===== config.mk =====
export PLATFORM = sky130hd
export DESIGN_NAME = dma_peripheral_requester_flat
export DESIGN_NICKNAME = d
export VERILOG_FILES = /design/src/rtl/dma_peripheral_requester_if.sv /design/src/rtl/dma_peripheral_requester.sv /design/src/flat_wrapper.sv
export SDC_FILE = /design/constraint.sdc
export NUM_CORES = 1
export LEC_CHECK = 0
export CAP_MARGIN = 20
export CORE_ASPECT_RATIO = 2
export CORE_UTILIZATION = 54
export CTS_CLUSTER_SIZE = 24
export DETAILED_ROUTE_END_ITERATION = 10
export GPL_TIMING_DRIVEN = 0
export HOLD_SLACK_MARGIN = 0.08
export PLACE_DENSITY = 0.77
export SLEW_MARGIN = 20
export SYNTH_ARGS = -nofsm -noshare
export SYNTH_HDL_FRONTEND = slang
export SYNTH_SLANG_ARGS = --single-unit

===== constraint.sdc =====
create_clock -name clk -period 4.6 [get_ports clk]
set_clock_uncertainty 0.2 [all_clocks]
set_input_delay 0.69 -clock clk [delete_from_list [all_inputs] [get_ports clk]]
set_output_delay 0.69 -clock clk [all_outputs]
set_load 0.02 [all_outputs]

===== src/rtl/dma_peripheral_requester_if.sv =====
// Bundle of the local stream, DMA handshake and data-bus signals of the peripheral requester.
// slave: the requester itself; master: the DMA controller plus local source/sink around it.
interface dma_peripheral_requester_if #(
    parameter int LEN_W = 16
);
    logic             enable;
    logic             dir;
    logic [LEN_W-1:0] block_len;
    logic             src_valid;
    logic [7:0]       src_data;
    logic             src_ready;
    logic             snk_valid;
    logic [7:0]       snk_data;
    logic             snk_ready;
    logic             dreq;
    logic             dack;
    logic             ior_n;
    logic             iow_n;
    logic [7:0]       db_in;
    logic [7:0]       db_out;
    logic             db_oe;
    logic             eop_n_in;
    logic             eop_oe;
    logic             done;
    logic             err;

    modport slave (
        input  enable, dir, block_len, src_valid, src_data, snk_ready,
               dack, ior_n, iow_n, db_in, eop_n_in,
        output src_ready, snk_valid, snk_data, dreq, db_out, db_oe, eop_oe, done, err
    );

    modport master (
        output enable, dir, block_len, src_valid, src_data, snk_ready,
               dack, ior_n, iow_n, db_in, eop_n_in,
        input  src_ready, snk_valid, snk_data, dreq, db_out, db_oe, eop_oe, done, err
    );
endinterface


===== src/rtl/dma_peripheral_requester.sv =====
// Device-side 8237-style DMA requester: byte FIFO, block counter, DREQ/DACK strobe handling, EOP.
// Optional DMA_PERIPH_WATERMARK_EN: DREQ waits for min(WATERMARK, remaining) bytes or free slots.
module dma_peripheral_requester #(
    parameter int FIFO_DEPTH = 8,
    parameter int WATERMARK  = 4,
    parameter int LEN_W      = 16
) (
    input logic                       clk,
    input logic                       rst,
    dma_peripheral_requester_if.slave bus
);
    localparam int AW = $clog2(FIFO_DEPTH);
    localparam int CW = AW + 1;

    if (FIFO_DEPTH < 2 || (FIFO_DEPTH & (FIFO_DEPTH - 1)) != 0 ||
        WATERMARK < 1 || WATERMARK > FIFO_DEPTH) begin : g_param_check
        $error("dma_peripheral_requester: illegal FIFO_DEPTH or WATERMARK");
    end

    typedef enum logic [1:0] {S_IDLE, S_ACTIVE, S_DONE} state_t;

    state_t           state, state_nx;
    logic             dir_q, dir_nx;
    logic [LEN_W-1:0] remaining, remaining_nx;
    logic [7:0]       mem [FIFO_DEPTH];
    logic [AW-1:0]    wr_ptr, rd_ptr, rd_nx;
    logic [CW-1:0]    count, count_nx, level;
    logic             cyc_open, cyc_open_nx;
    logic             eop_seen, eop_seen_nx;
    logic [7:0]       cap;
    logic             dreq_q, dreq_nx;
    logic [7:0]       db_out_q, db_out_nx;
    logic             err_q;

    logic       active, dir_mode, full, empty, strobe_n, strobe_low;
    logic       bad_now, opening, commit, capture, eop_hit, last_byte;
    logic       src_ready_w, snk_valid_w, push, pop;
    logic [7:0] push_data;

    function automatic logic level_ok(input logic [CW-1:0] lvl, input logic [LEN_W-1:0] rem);
`ifdef DMA_PERIPH_WATERMARK_EN
        int unsigned thr;
        thr = (32'(rem) < 32'(WATERMARK)) ? 32'(rem) : 32'(WATERMARK);
        return (rem != '0) && (32'(lvl) >= thr);
`else
        return (rem != '0) && (lvl != '0);
`endif
    endfunction

    assign active     = (state == S_ACTIVE);
    // Outside a block the local side follows the live DIR so the FIFO can be pre-filled.
    assign dir_mode   = (state == S_IDLE) ? bus.dir : dir_q;
    assign full       = (count == CW'(FIFO_DEPTH));
    assign empty      = (count == '0);
    assign strobe_n   = dir_q ? bus.ior_n : bus.iow_n;
    assign strobe_low = active && bus.dack && !strobe_n;
    assign bad_now    = strobe_low && (dir_q ? empty : full);
    assign opening    = strobe_low && !bad_now && !cyc_open;
    assign commit     = cyc_open && active && bus.enable && strobe_n;
    assign capture    = opening || (cyc_open && !strobe_n);
    assign eop_hit    = eop_seen || !bus.eop_n_in;
    assign last_byte  = (remaining == LEN_W'(1));

    assign src_ready_w = !rst && !full && dir_mode;
    assign snk_valid_w = !empty && !dir_mode;

    always_comb begin
        push      = 1'b0;
        pop       = 1'b0;
        push_data = bus.src_data;
        if (dir_mode) begin
            push = bus.src_valid && src_ready_w;
            pop  = commit;
        end else begin
            push      = commit;
            push_data = cap;
            pop       = snk_valid_w && bus.snk_ready;
        end
    end

    always_comb begin
        state_nx = state;
        case (state)
            S_IDLE:   if (bus.enable) state_nx = (bus.block_len == '0) ? S_DONE : S_ACTIVE;
            S_ACTIVE: begin
                if (!bus.enable)
                    state_nx = S_IDLE;
                else if (commit && (last_byte || eop_hit))
                    state_nx = S_DONE;
            end
            S_DONE:   if (!bus.enable) state_nx = S_IDLE;
            default:  state_nx = S_IDLE;
        endcase
    end

    always_comb begin
        remaining_nx = remaining;
        if (state == S_IDLE && bus.enable)
            remaining_nx = bus.block_len;
        else if (commit && remaining != '0)
            remaining_nx = remaining - LEN_W'(1);

        count_nx = count + CW'(push) - CW'(pop);
        rd_nx    = rd_ptr + AW'(pop);

        cyc_open_nx = (state_nx == S_ACTIVE) && (opening || (cyc_open && !commit));
        eop_seen_nx = cyc_open_nx && eop_hit;

        // A byte that lands in an empty FIFO is bypassed straight to the bus register.
        if (bad_now)
            db_out_nx = 8'hFF;
        else if (count_nx == '0)
            db_out_nx = 8'h00;
        else if (push && (count == CW'(pop)))
            db_out_nx = push_data;
        else
            db_out_nx = mem[rd_nx];

        dir_nx = (state == S_IDLE) ? bus.dir : dir_q;
        level  = dir_nx ? count_nx : CW'(FIFO_DEPTH) - count_nx;
        if (state_nx != S_ACTIVE)
            dreq_nx = 1'b0;
        else if (commit || !dreq_q)
            dreq_nx = level_ok(level, remaining_nx);
        else
            dreq_nx = 1'b1;
    end

    always_ff @(posedge clk or posedge rst) begin
        if (rst) begin
            state     <= S_IDLE;
            dir_q     <= 1'b0;
            remaining <= '0;
            wr_ptr    <= '0;
            rd_ptr    <= '0;
            count     <= '0;
            cyc_open  <= 1'b0;
            eop_seen  <= 1'b0;
            cap       <= '0;
            dreq_q    <= 1'b0;
            db_out_q  <= '0;
            err_q     <= 1'b0;
        end else begin
            state     <= state_nx;
            if (state == S_IDLE && bus.enable)
                dir_q <= bus.dir;
            remaining <= remaining_nx;
            if (push)
                wr_ptr <= wr_ptr + AW'(1);
            rd_ptr    <= rd_nx;
            count     <= count_nx;
            cyc_open  <= cyc_open_nx;
            eop_seen  <= eop_seen_nx;
            if (capture)
                cap <= bus.db_in;
            dreq_q    <= dreq_nx;
            db_out_q  <= db_out_nx;
            if (bad_now || (bus.dack && !active))
                err_q <= 1'b1;
        end
    end

    always_ff @(posedge clk) begin
        if (push)
            mem[wr_ptr] <= push_data;
    end

    assign bus.src_ready = src_ready_w;
    assign bus.snk_valid = snk_valid_w;
    assign bus.snk_data  = mem[rd_ptr];
    assign bus.dreq      = dreq_q;
    assign bus.db_out    = db_out_q;
    assign bus.db_oe     = bus.dack && !bus.ior_n && active && dir_q;
    assign bus.eop_oe    = bus.dack && last_byte && !strobe_n && active;
    assign bus.done      = (state == S_DONE);
    assign bus.err       = err_q;
endmodule


===== src/flat_wrapper.sv =====
// flat-port wrapper written by rule: the top's interface ports become plain ports
module dma_peripheral_requester_flat 
#(
    parameter int FIFO_DEPTH = 8,
    parameter int WATERMARK  = 4,
    parameter int LEN_W      = 16
)
  (clk, rst, bus_enable, bus_dir, bus_block_len, bus_src_valid, bus_src_data, bus_snk_ready, bus_dack, bus_ior_n, bus_iow_n, bus_db_in, bus_eop_n_in, bus_src_ready, bus_snk_valid, bus_snk_data, bus_dreq, bus_db_out, bus_db_oe, bus_eop_oe, bus_done, bus_err);
  dma_peripheral_requester_if #(.LEN_W(LEN_W)) bus_i ();
  input logic clk;
  input logic rst;
  input wire logic [$bits(bus_i.enable)-1:0] bus_enable;
  input wire logic [$bits(bus_i.dir)-1:0] bus_dir;
  input wire logic [$bits(bus_i.block_len)-1:0] bus_block_len;
  input wire logic [$bits(bus_i.src_valid)-1:0] bus_src_valid;
  input wire logic [$bits(bus_i.src_data)-1:0] bus_src_data;
  input wire logic [$bits(bus_i.snk_ready)-1:0] bus_snk_ready;
  input wire logic [$bits(bus_i.dack)-1:0] bus_dack;
  input wire logic [$bits(bus_i.ior_n)-1:0] bus_ior_n;
  input wire logic [$bits(bus_i.iow_n)-1:0] bus_iow_n;
  input wire logic [$bits(bus_i.db_in)-1:0] bus_db_in;
  input wire logic [$bits(bus_i.eop_n_in)-1:0] bus_eop_n_in;
  output wire logic [$bits(bus_i.src_ready)-1:0] bus_src_ready;
  output wire logic [$bits(bus_i.snk_valid)-1:0] bus_snk_valid;
  output wire logic [$bits(bus_i.snk_data)-1:0] bus_snk_data;
  output wire logic [$bits(bus_i.dreq)-1:0] bus_dreq;
  output wire logic [$bits(bus_i.db_out)-1:0] bus_db_out;
  output wire logic [$bits(bus_i.db_oe)-1:0] bus_db_oe;
  output wire logic [$bits(bus_i.eop_oe)-1:0] bus_eop_oe;
  output wire logic [$bits(bus_i.done)-1:0] bus_done;
  output wire logic [$bits(bus_i.err)-1:0] bus_err;
  assign bus_i.enable = bus_enable;
  assign bus_i.dir = bus_dir;
  assign bus_i.block_len = bus_block_len;
  assign bus_i.src_valid = bus_src_valid;
  assign bus_i.src_data = bus_src_data;
  assign bus_i.snk_ready = bus_snk_ready;
  assign bus_i.dack = bus_dack;
  assign bus_i.ior_n = bus_ior_n;
  assign bus_i.iow_n = bus_iow_n;
  assign bus_i.db_in = bus_db_in;
  assign bus_i.eop_n_in = bus_eop_n_in;
  assign bus_src_ready = bus_i.src_ready;
  assign bus_snk_valid = bus_i.snk_valid;
  assign bus_snk_data = bus_i.snk_data;
  assign bus_dreq = bus_i.dreq;
  assign bus_db_out = bus_i.db_out;
  assign bus_db_oe = bus_i.db_oe;
  assign bus_eop_oe = bus_i.eop_oe;
  assign bus_done = bus_i.done;
  assign bus_err = bus_i.err;
  dma_peripheral_requester #(.FIFO_DEPTH(FIFO_DEPTH), .WATERMARK(WATERMARK), .LEN_W(LEN_W)) u_core (.clk(clk), .rst(rst), .bus(bus_i));
endmodule

# Word level (Yosys, flattened, before mapping)
# Memory sizes are Yosys's and may differ from the RTL's.
# Index checks and enable logic that the tools add are counted.
# word_totals
register_bits	49
latchBits	0
mem_bits_rw	64
rom_bits	0
inputBits	42
out_inout_bits	23
word_cells	102
n_memories	1
# memory_table
name	depth	word_bits	read_ports	rd_ports_with_merged_regs	wr	line_no	rtl
u_core.mem	8	8	2	0	1	dma_peripheral_requester.sv:25	logic [7:0] mem [FIFO_DEPTH];
# classes
addsub	6
n_mul	0
div_mod_pow	0
order_cmp	0
eq_ne	7
n_shift	0
n_mux	22
n_bitwise	0
reduce_logical	54
# op_table
cell	n
16-bit 2-to-1 mux	2
8-bit 2-to-1 mux	4
16-bit nonzero test	2
1-bit logical AND	29
16-bit by 1-bit equality test with 1-bit output, second input constant	1
16-bit zero test	1
16-bit by 1-bit subtractor with 16-bit output, second input constant	1
1-bit zero test	12
2-bit 2-to-1 mux	5
1-bit 2-to-1 mux	9
4-bit zero test	2
1-bit logical OR	6
2-bit case mux with 3 select lines	1
4-bit by 1-bit adder with 4-bit output	1
2-bit by 1-bit equality test with 1-bit output, second input constant	2
4-bit by 1-bit equality test with 1-bit output	1
4-bit equality test, second input constant	1
4-bit 2-to-1 mux	1
4-bit nonzero test	1
4-bit by 1-bit subtractor with 4-bit output	1
4-bit subtractor, first input constant	1
3-bit by 1-bit adder with 3-bit output	1
3-bit by 1-bit adder with 3-bit output, second input constant	1
2-bit equality test, second input constant	1
other kinds (2)	2

# Depth between registers and ports, before layout
# logic_depth
depth_word	14
depth_mapped	17
mapped_depth_nobuf	16

# Worst setup path before layout
# OpenSTA, ideal clock, no wires.
# synth_timing
path_type	input-to-reg
start	input port bus_dir
end	register u_core.db_out_q[0], in the netlist u_core.bus.db_out[0]
arrival_time_ns	4.291
required_time_ns	4.282
setup_slack_ns	-0.009
path_stages	12
n_path_buf	3
cell_sequence	mux2i_1 -> clkbuf_1 -> a21boi_0 -> nand2_1 -> o21ai_0 -> ha_1 -> clkbuf_1 -> buf_2 -> mux4_2 -> mux2_2 -> mux2_2 -> a21o_1
# synth_via
elab_chain_cells	10
elab_cells_between_ends	19
# synth_lines
element	line_no	rtl
start: declaration	flat_wrapper.sv:13	input wire logic [$bits(bus_i.dir)-1:0] bus_dir;
1-bit 2-to-1 mux	dma_peripheral_requester.sv:52	assign dir_mode = (state == S_IDLE) ? bus.dir : dir_q;
1-bit zero test	dma_peripheral_requester.sv:65	assign snk_valid_w = !empty && !dir_mode;
1-bit logical AND	dma_peripheral_requester.sv:65	
via bus_snk_valid	flat_wrapper.sv:24	output wire logic [$bits(bus_i.snk_valid)-1:0] bus_snk_valid;
1-bit logical AND	dma_peripheral_requester.sv:77	pop = snk_valid_w && bus.snk_ready;
1-bit 2-to-1 mux	dma_peripheral_requester.sv:71	if (dir_mode) begin
3-bit by 1-bit adder with 3-bit output	dma_peripheral_requester.sv:104	rd_nx = rd_ptr + AW'(pop);
via u_core.rd_nx[0]	dma_peripheral_requester.sv:26	logic [AW-1:0] wr_ptr, rd_ptr, rd_nx;
memory read 8 x 8 bit	--	
8-bit 2-to-1 mux	dma_peripheral_requester.sv:114	else if (push && (count == CW'(pop)))
8-bit 2-to-1 mux	dma_peripheral_requester.sv:112	else if (count_nx == '0)
8-bit 2-to-1 mux	dma_peripheral_requester.sv:110	if (bad_now)
via u_core.db_out_nx[0]	dma_peripheral_requester.sv:32	logic [7:0] db_out_q, db_out_nx;
end signal: assignment	dma_peripheral_requester.sv:157	db_out_q <= db_out_nx;
end: declaration	dma_peripheral_requester.sv:32	
# The timed path passes the listed nets, and every way through them passes these cells.
# A chain may end at the register's enable or synchronous reset.

# Worst setup path in the final report
# layout_timing
start	register u_core.rd_ptr[0]
end	output port bus_snk_data[5]
# layout_via
elab_chain_cells	1
# layout_lines
element	line_no	rtl
start: declaration	dma_peripheral_requester.sv:26	
start signal: assignment	dma_peripheral_requester.sv:150	rd_ptr <= rd_nx;
memory read 8 x 8 bit	--	
end: declaration	flat_wrapper.sv:25	output wire logic [$bits(bus_i.snk_data)-1:0] bus_snk_data;
# Every way passes these cells.

==> reports/metrics.yaml <==
die_h_um: 149
vias_per_cell: 6.23
cp.required_ns: 3.71
path_class: "register to output port"
synth-main-ff-cell: "edfxtp_1"
wl_um: 15500
yosys_warnings: 0
critPathMaxFanout: 10
multiInputGateArea_sq_um: 2550
hp-class: "register to register"
finalSetupTns_ns: 0
ir_worst_vdd_mv: 0.317
synth_edf_count: 64
end_kind: "output port"
synth_commonest_cells: "edfxtp_1, dfrtp_1, mux2_2"
grt_pass1_wl_um: 23600
whs_ns: 0.301
cts.clk_slew.worst_paths_ns: 0.05
finalHoldViolCount: 0
grt_pass1_vias: 4453
holdPathStages: 1
root_buffer: "clkbuf_16"
seqPwrFrac: 0.301
top_level_ports: 65
yosysTopAreaCellShare: 0.331
fin_cells: 647
fin_nets: 553
rows: 53
grt.overflow.total: 0
place_congestion: 0.979
drt_drc_violations_left: 0
maxClockFrequency_mhz: 227
synth_area_sq_um: 5810
cp-start-kind: "register"
die_x_um: 75.4
arrival_ns: 3.51
wl_per_cell_um: 24.0
postSynthAreaPerCell_sq_um: 14.1
die_area_sq_um: 11200
vias: 4029
rsz0062_at_grt: "false"
tightest_slew_ns: 1.08
p_per_area_nw_per_um2: 648
seqCellArea_sq_um: 3150
yosysTopAreaCell: "edfxtp_1"
yosysMostFrequentCell: "edfxtp_1"
synth_seq_cells: 113
fin_crit_sh: 0.956
clock_path_buffers: 2
ant_nets: 0
yosys.cell_types.count: 55
fillers: 788
max_slew_margin: 0.279
initial_core_util: 0.555
grt_max_degree: 30
syn_nets: 469
antenna_found_initial: 0
finalSetupViolCount: 0
ys_seq_area_frac: 0.541
synth_area_leaders: "edfxtp_1, dfrtp_1, mux4_2, mux2_2, ha_1"
async_flop_share: 0.434
status: "finished clean"
placed_cells: 615
synth_cells: 413
p_sw_w: 0.00154
place_hpwl_um: 11400
drt_iter0_drc: 307
cts_tree: "done"
io_buffers: 64
drive_gt1_frac: 0.235
firstDrtPassIters: 4
clkLatencyLatePin_ns: 0.41
internal_power_w: 0.00318
clockPowerShare: 0.283
h-tree-depth: 4
num_antenna_cells: 0
leakage_nw: 2.72
coreArea_sq_um: 10500
fin_crit_ns: 4.40
syn_to_final_growth_pct: 25.4
grt.total_usage: 0.305
p_sw_frac: 0.326
r2r_cells: 16
cts.sink_count: 113
cts_buffers: 17
pwr-share-comb: 0.416
maxCapViolCount: 0
finalPower_w: 0.00472
slew_violations: 0
post-route-util: 0.696
[power by group through the flow]
stage               combinational, W  clock, W  sequential (W)
floorplan                    0.00129         0         0.00145
global placement             0.00187         0         0.00142
detailed placement           0.00193         0         0.00144
CTS                          0.00197   0.00134         0.00142
global route                 0.00209   0.00139         0.00144
finish                       0.00197   0.00134         0.00142
[layout by cell type, fill, tap and decap left out, types with 4 or more instances in the layout]
| master | count |
|---|---|
| clkbuf_1 | 8 |
| and2_1 | 5 |
| inv_1 | 17 |
| mux2_2 | 43 |
| clkdlybuf4s50_1 | 64 |
| clkbuf_16 | 17 |
| nand3_1 | 7 |
| mux4_2 | 32 |
| bufinv_16 | 4 |
| a21oi_1 | 11 |
| nand4_1 | 5 |
| nor4_1 | 6 |
| nand2b_1 | 5 |
| ha_1 | 13 |
| xnor2_1 | 11 |
| a31oi_1 | 5 |
| dfrtp_1 | 49 |
| nand2_1 | 16 |
| nor2_1 | 24 |
| xor2_1 | 5 |
| edfxtp_1 | 64 |
| a211oi_1 | 5 |
| o21ai_0 | 6 |
| clkinv_1 | 6 |
| a21o_1 | 12 |
[critical path: stages, from the launching register on]
cell and delay (ns):
dfrtp_1 0.37, clkbuf_1 0.50, clkdlybuf4s15_1 0.81, mux4_2 0.61
mux2_2 0.28, clkdlybuf4s50_1 0.53
[path summary, 6_finish.rpt]
path                                             from                              to  slack, ns
setup / recovery           u_core.rd_ptr[0]$_DFF_PP0_                 bus_snk_data[5]       0.20
hold / removal              u_core.cap[7]$_DFFE_PP0P_       u_core.cap[7]$_DFFE_PP0P_       0.30
setup reg to reg            u_core.state[0]$_DFF_PP0_  u_core.bus.db_out[7]$_DFF_PP0_       0.29
hold reg to reg             u_core.cap[7]$_DFFE_PP0P_       u_core.cap[7]$_DFFE_PP0P_       0.30
max in group asynchronous                         rst   u_core.remaining[5]$_DFF_PP0_       3.20
min in group asynchronous                         rst  u_core.remaining[12]$_DFF_PP0_       0.49
[per-layer routing]
metal / up-vias / share of wire / GRT usage / wire length, um
li1: 1781 / - / - / -
met1: 2021 / 0.31 / 0.282 / 4760
met2: 170 / 0.57 / 0.558 / 8890
met3: 57 / 0.044 / 0.0601 / 680
met4: 0 / 0.078 / 0.219 / 1210
met5: - / 0 / 0 / 0
[kinds of logic after synthesis]
logic type / after synthesis / share of synthesized area
DFF: 113 / 0.541
muxes: 78 / 0.212
xor gates and xnor gates: 16 / 0.0241
buffers and inverters: 37 / 0.0254
AOI/OAI and AO/OA: 63 / 0.0775
and+or+nand+nor: 92 / 0.0878
adders and majority gates: 14 / 0.0314
[final cells by class]
| class | count | share of cell area |
|---|---|---|
| Buffer | 18 | 0.0125 |
| Clock buffer | 18 | 0.0588 |
| Sequential cell | 113 | 0.432 |
| Multi-Input combinational cell | 263 | 0.349 |
| Inverter | 18 | 0.00926 |
| Timing Repair Buffer | 66 | 0.0916 |
| Tap cell | 137 | 0.0235 |
| Clock inverter | 14 | 0.0233 |
[through the flow]
step,instance area (sq um),worst slack (ns)
after floorplan,5810,0.165
after global placement,6630,-1.05
after detailed placement,6660,-1.07
after CTS,7270,0.0557
after global routing,7290,0.00733
final,7290,0.203
[registers in the layout, summed over array words and instances, names as in the netlist, 2 cells and up]
name,count
u_core.mem,64
u_core.remaining,16
u_core.bus.db_out,8
u_core.cap,8
u_core.count,4
u_core.rd_ptr,3
u_core.wr_ptr,3
u_core.state,2
[repair_timing]
item                       CTS  global route
resized for setup            6             4
setup buffers                0             1
setup endpoints to repair    9            12
hold buffers                 0             0
(Power assumes the default switching activity.)
==> RTL change (config.mk and constraints unchanged) <==
`LEN_W` is set to 16 in 3 places; all go to 8.
--- a/src/rtl/dma_peripheral_requester_if.sv
+++ b/src/rtl/dma_peripheral_requester_if.sv
@@ -3,3 +3,3 @@
 interface dma_peripheral_requester_if #(
-    parameter int LEN_W = 16
+    parameter int LEN_W = 8
 );
--- a/src/rtl/dma_peripheral_requester.sv
+++ b/src/rtl/dma_peripheral_requester.sv
@@ -5,3 +5,3 @@
     parameter int WATERMARK  = 4,
-    parameter int LEN_W      = 16
+    parameter int LEN_W      = 8
 ) (
--- a/src/flat_wrapper.sv
+++ b/src/flat_wrapper.sv
@@ -5,3 +5,3 @@
     parameter int WATERMARK  = 4,
-    parameter int LEN_W      = 16
+    parameter int LEN_W      = 8
 )
Interface: changed (resized bus_block_len); port bits go from 65 to 57. The function was not compared with the original's and may differ.
==> RTL change against the unedited design <==
  * Non-clock buffer count is 6 lower
  * First-iteration DRC count fell by 11%
  * Setup slack better by 13 ps
  * Utilization is 0.64 points lower
  * Combinational power fell by 2%
  * Largest cell class unchanged
  * Synthesized cell count is 15% lower
  * Design area down 11%
  * Area after synthesis is 8.5% lower
  * Power is 14% lower
  * Highest routed layer unchanged
  * Routed wire length shrank 21%
  * Global-route usage decreased by 4.3 points
  * Sequential cell count decreased by 8
==> RTL change: results (changes against the unedited design) <==
\begin{tabular}{lr}
\hline
Metric & Value \\
\hline
\multicolumn{2}{l}{\textbf{Final layout}} \\
Share of cells above drive strength 1 & 0.297 (+0.0621) \\
Count of fill cells added during filler insertion & 648 (-18\%) \\
Net count, final & 469 (-15\%) \\
\multicolumn{2}{l}{\textbf{Worst setup path}} \\
Slowest library cell on the worst path & sky130\_fd\_sc\_hd\_\_xor2\_1 \\
Worst path max stage delay & 790 ps (-20 ps) \\
Delay-heaviest family, CP & simple AND/OR/NAND/NOR gates \\
\multicolumn{2}{l}{\textbf{Drt}} \\
Routed length on met3 & 410 um (-40\%) \\
Post-detailed-routing wire length & 12300 um (-21\%) \\
DR WL/cell & 22.0 um (-8.4\%) \\
Wire length the detailed router placed on met1 & 4260 um (-11\%) \\
\multicolumn{2}{l}{\textbf{Synth}} \\
Adder-cell share of the synthesized area & 0.0320 (+0.000559) \\
Net Count, Synth & 397 (-15\%) \\
Synth top area cells & sky130\_fd\_sc\_hd\_\_edfxtp\_1 36\%, sky130\_fd\_sc\_hd\_\_dfrtp\_1 19\%, sky130\_fd\_sc\_hd\_\_mux4\_2 14\% \\
Synthesized-area fraction occupied by ao, oa, aoi and oai cells & 0.0590 (-0.0185) \\
Xor and xnor area share after synthesis & 0.0190 (-0.00506) \\
Share of synthesized registers carrying an async set or reset & 0.390 (-0.0432) \\
Share of the yosys chip area belonging to registers & 0.554 (+0.0125) \\
\multicolumn{2}{l}{\textbf{Pwr}} \\
Power density relative to cell area & 627 nW/um\^{}2 (-3.2\%) \\
Maximum vdd ir drop & 357 uV (+13\%) \\
Fraction of power spent switching nets & 0.338 (+0.0123) \\
Leakage Power & 0.00244 uW (-11\%) \\
\multicolumn{2}{l}{\textbf{Clocking}} \\
Clock-pin slew on the worst setup and hold paths & 70 ps (+20 ps) \\
Total number of H-tree levels & 3 (-1) \\
Clock buffer count from CTS & 9 (-8) \\
\multicolumn{2}{l}{\textbf{Global route}} \\
Maximum number of pins on one net before global-route repair & 31 (+3.3\%) \\
Via count of the first global-routing pass & 3611 (-19\%) \\
Met2 track demand over resource in global routing & 0.487 (-0.0706) \\
Met3 usage & 0.0340 (-0.0261) \\
Overall fraction of global-route tracks in use & 0.262 (-0.0433) \\
\multicolumn{2}{l}{\textbf{Placement}} \\
Number of buffers added on ports & 56 (-13\%) \\
Post-place instance area & 6160 um\^{}2 (-7.5\%) \\
Worst slack, placed & -857 ps (+217 ps) \\
\multicolumn{2}{l}{\textbf{Outcome}} \\
Run status & finished clean \\
\multicolumn{2}{l}{\textbf{Timing}} \\
Worst slew pin tran & 1070 ps (-6.93 ps) \\
\hline
\end{tabular}
==> RTL change: changes by cell type after synthesis, sizes merged, moves of 4 or more <==
cell / unedited run / this run
a21oi: 11 / 4
dfrtp: 49 / 41
nand2: 16 / 20
nand3: 7 / 0
nor2: 24 / 11
nor3b: 1 / 7
xnor2: 11 / 5
==> RTL change: timing repair <==
action / in CTS / in global routing
buffers inserted: 0 / 1
resized for setup: 6 / 6
hold buffers: 0 / 0
pin swaps: 0 / 4
endpoints found under the setup margin: 9 / 9
==> RTL change: layout make-up <==
class | instances | share of cell area
Multi-Input combinational cell | 211 | 0.349
Sequential cell | 105 | 0.452
Clock buffer | 9 | 0.0346
Tap cell | 130 | 0.0250
Clock inverter | 7 | 0.0156
Buffer | 14 | 0.0148
Inverter | 17 | 0.0102
Timing Repair Buffer | 64 | 0.0983
==> RTL change: stage by stage <==
stage	setup TNS (ps)	hold WS, ps	total power (uW)	std cells
floorplan	0	275	2640	350
global placement	-6440	258	3140	536
detailed placement	-7070	268	3220	543
CTS	0	288	4080	557
global route	0	297	4280	557
finish	0	295	4080	557
==> RTL change: path summary, 6_finish.rpt <==
kind	slack [ps]	start	to
min in group asynchronous	490	rst	u_core.dir_q
worst min-delay path	290	u_core.bus.err	u_core.bus.err
worst min register to register	290	u_core.bus.err	u_core.bus.err
worst max register to register	390	u_core.state[0]	u_core.bus.db_out[7]
worst max-delay path	220	bus_dir	u_core.bus.db_out[7]
max in group asynchronous	3240	rst	u_core.cap[6]
==> RTL change: power groups by stage <==
stage / sequential [uW] / clock [uW] / combinational (uW)
finish: 1320 / 835 / 1930
global route: 1330 / 877 / 2070
CTS: 1320 / 841 / 1920
detailed placement: 1330 / 0 / 1880
global placement: 1320 / 0 / 1820
floorplan: 1350 / 0 / 1290
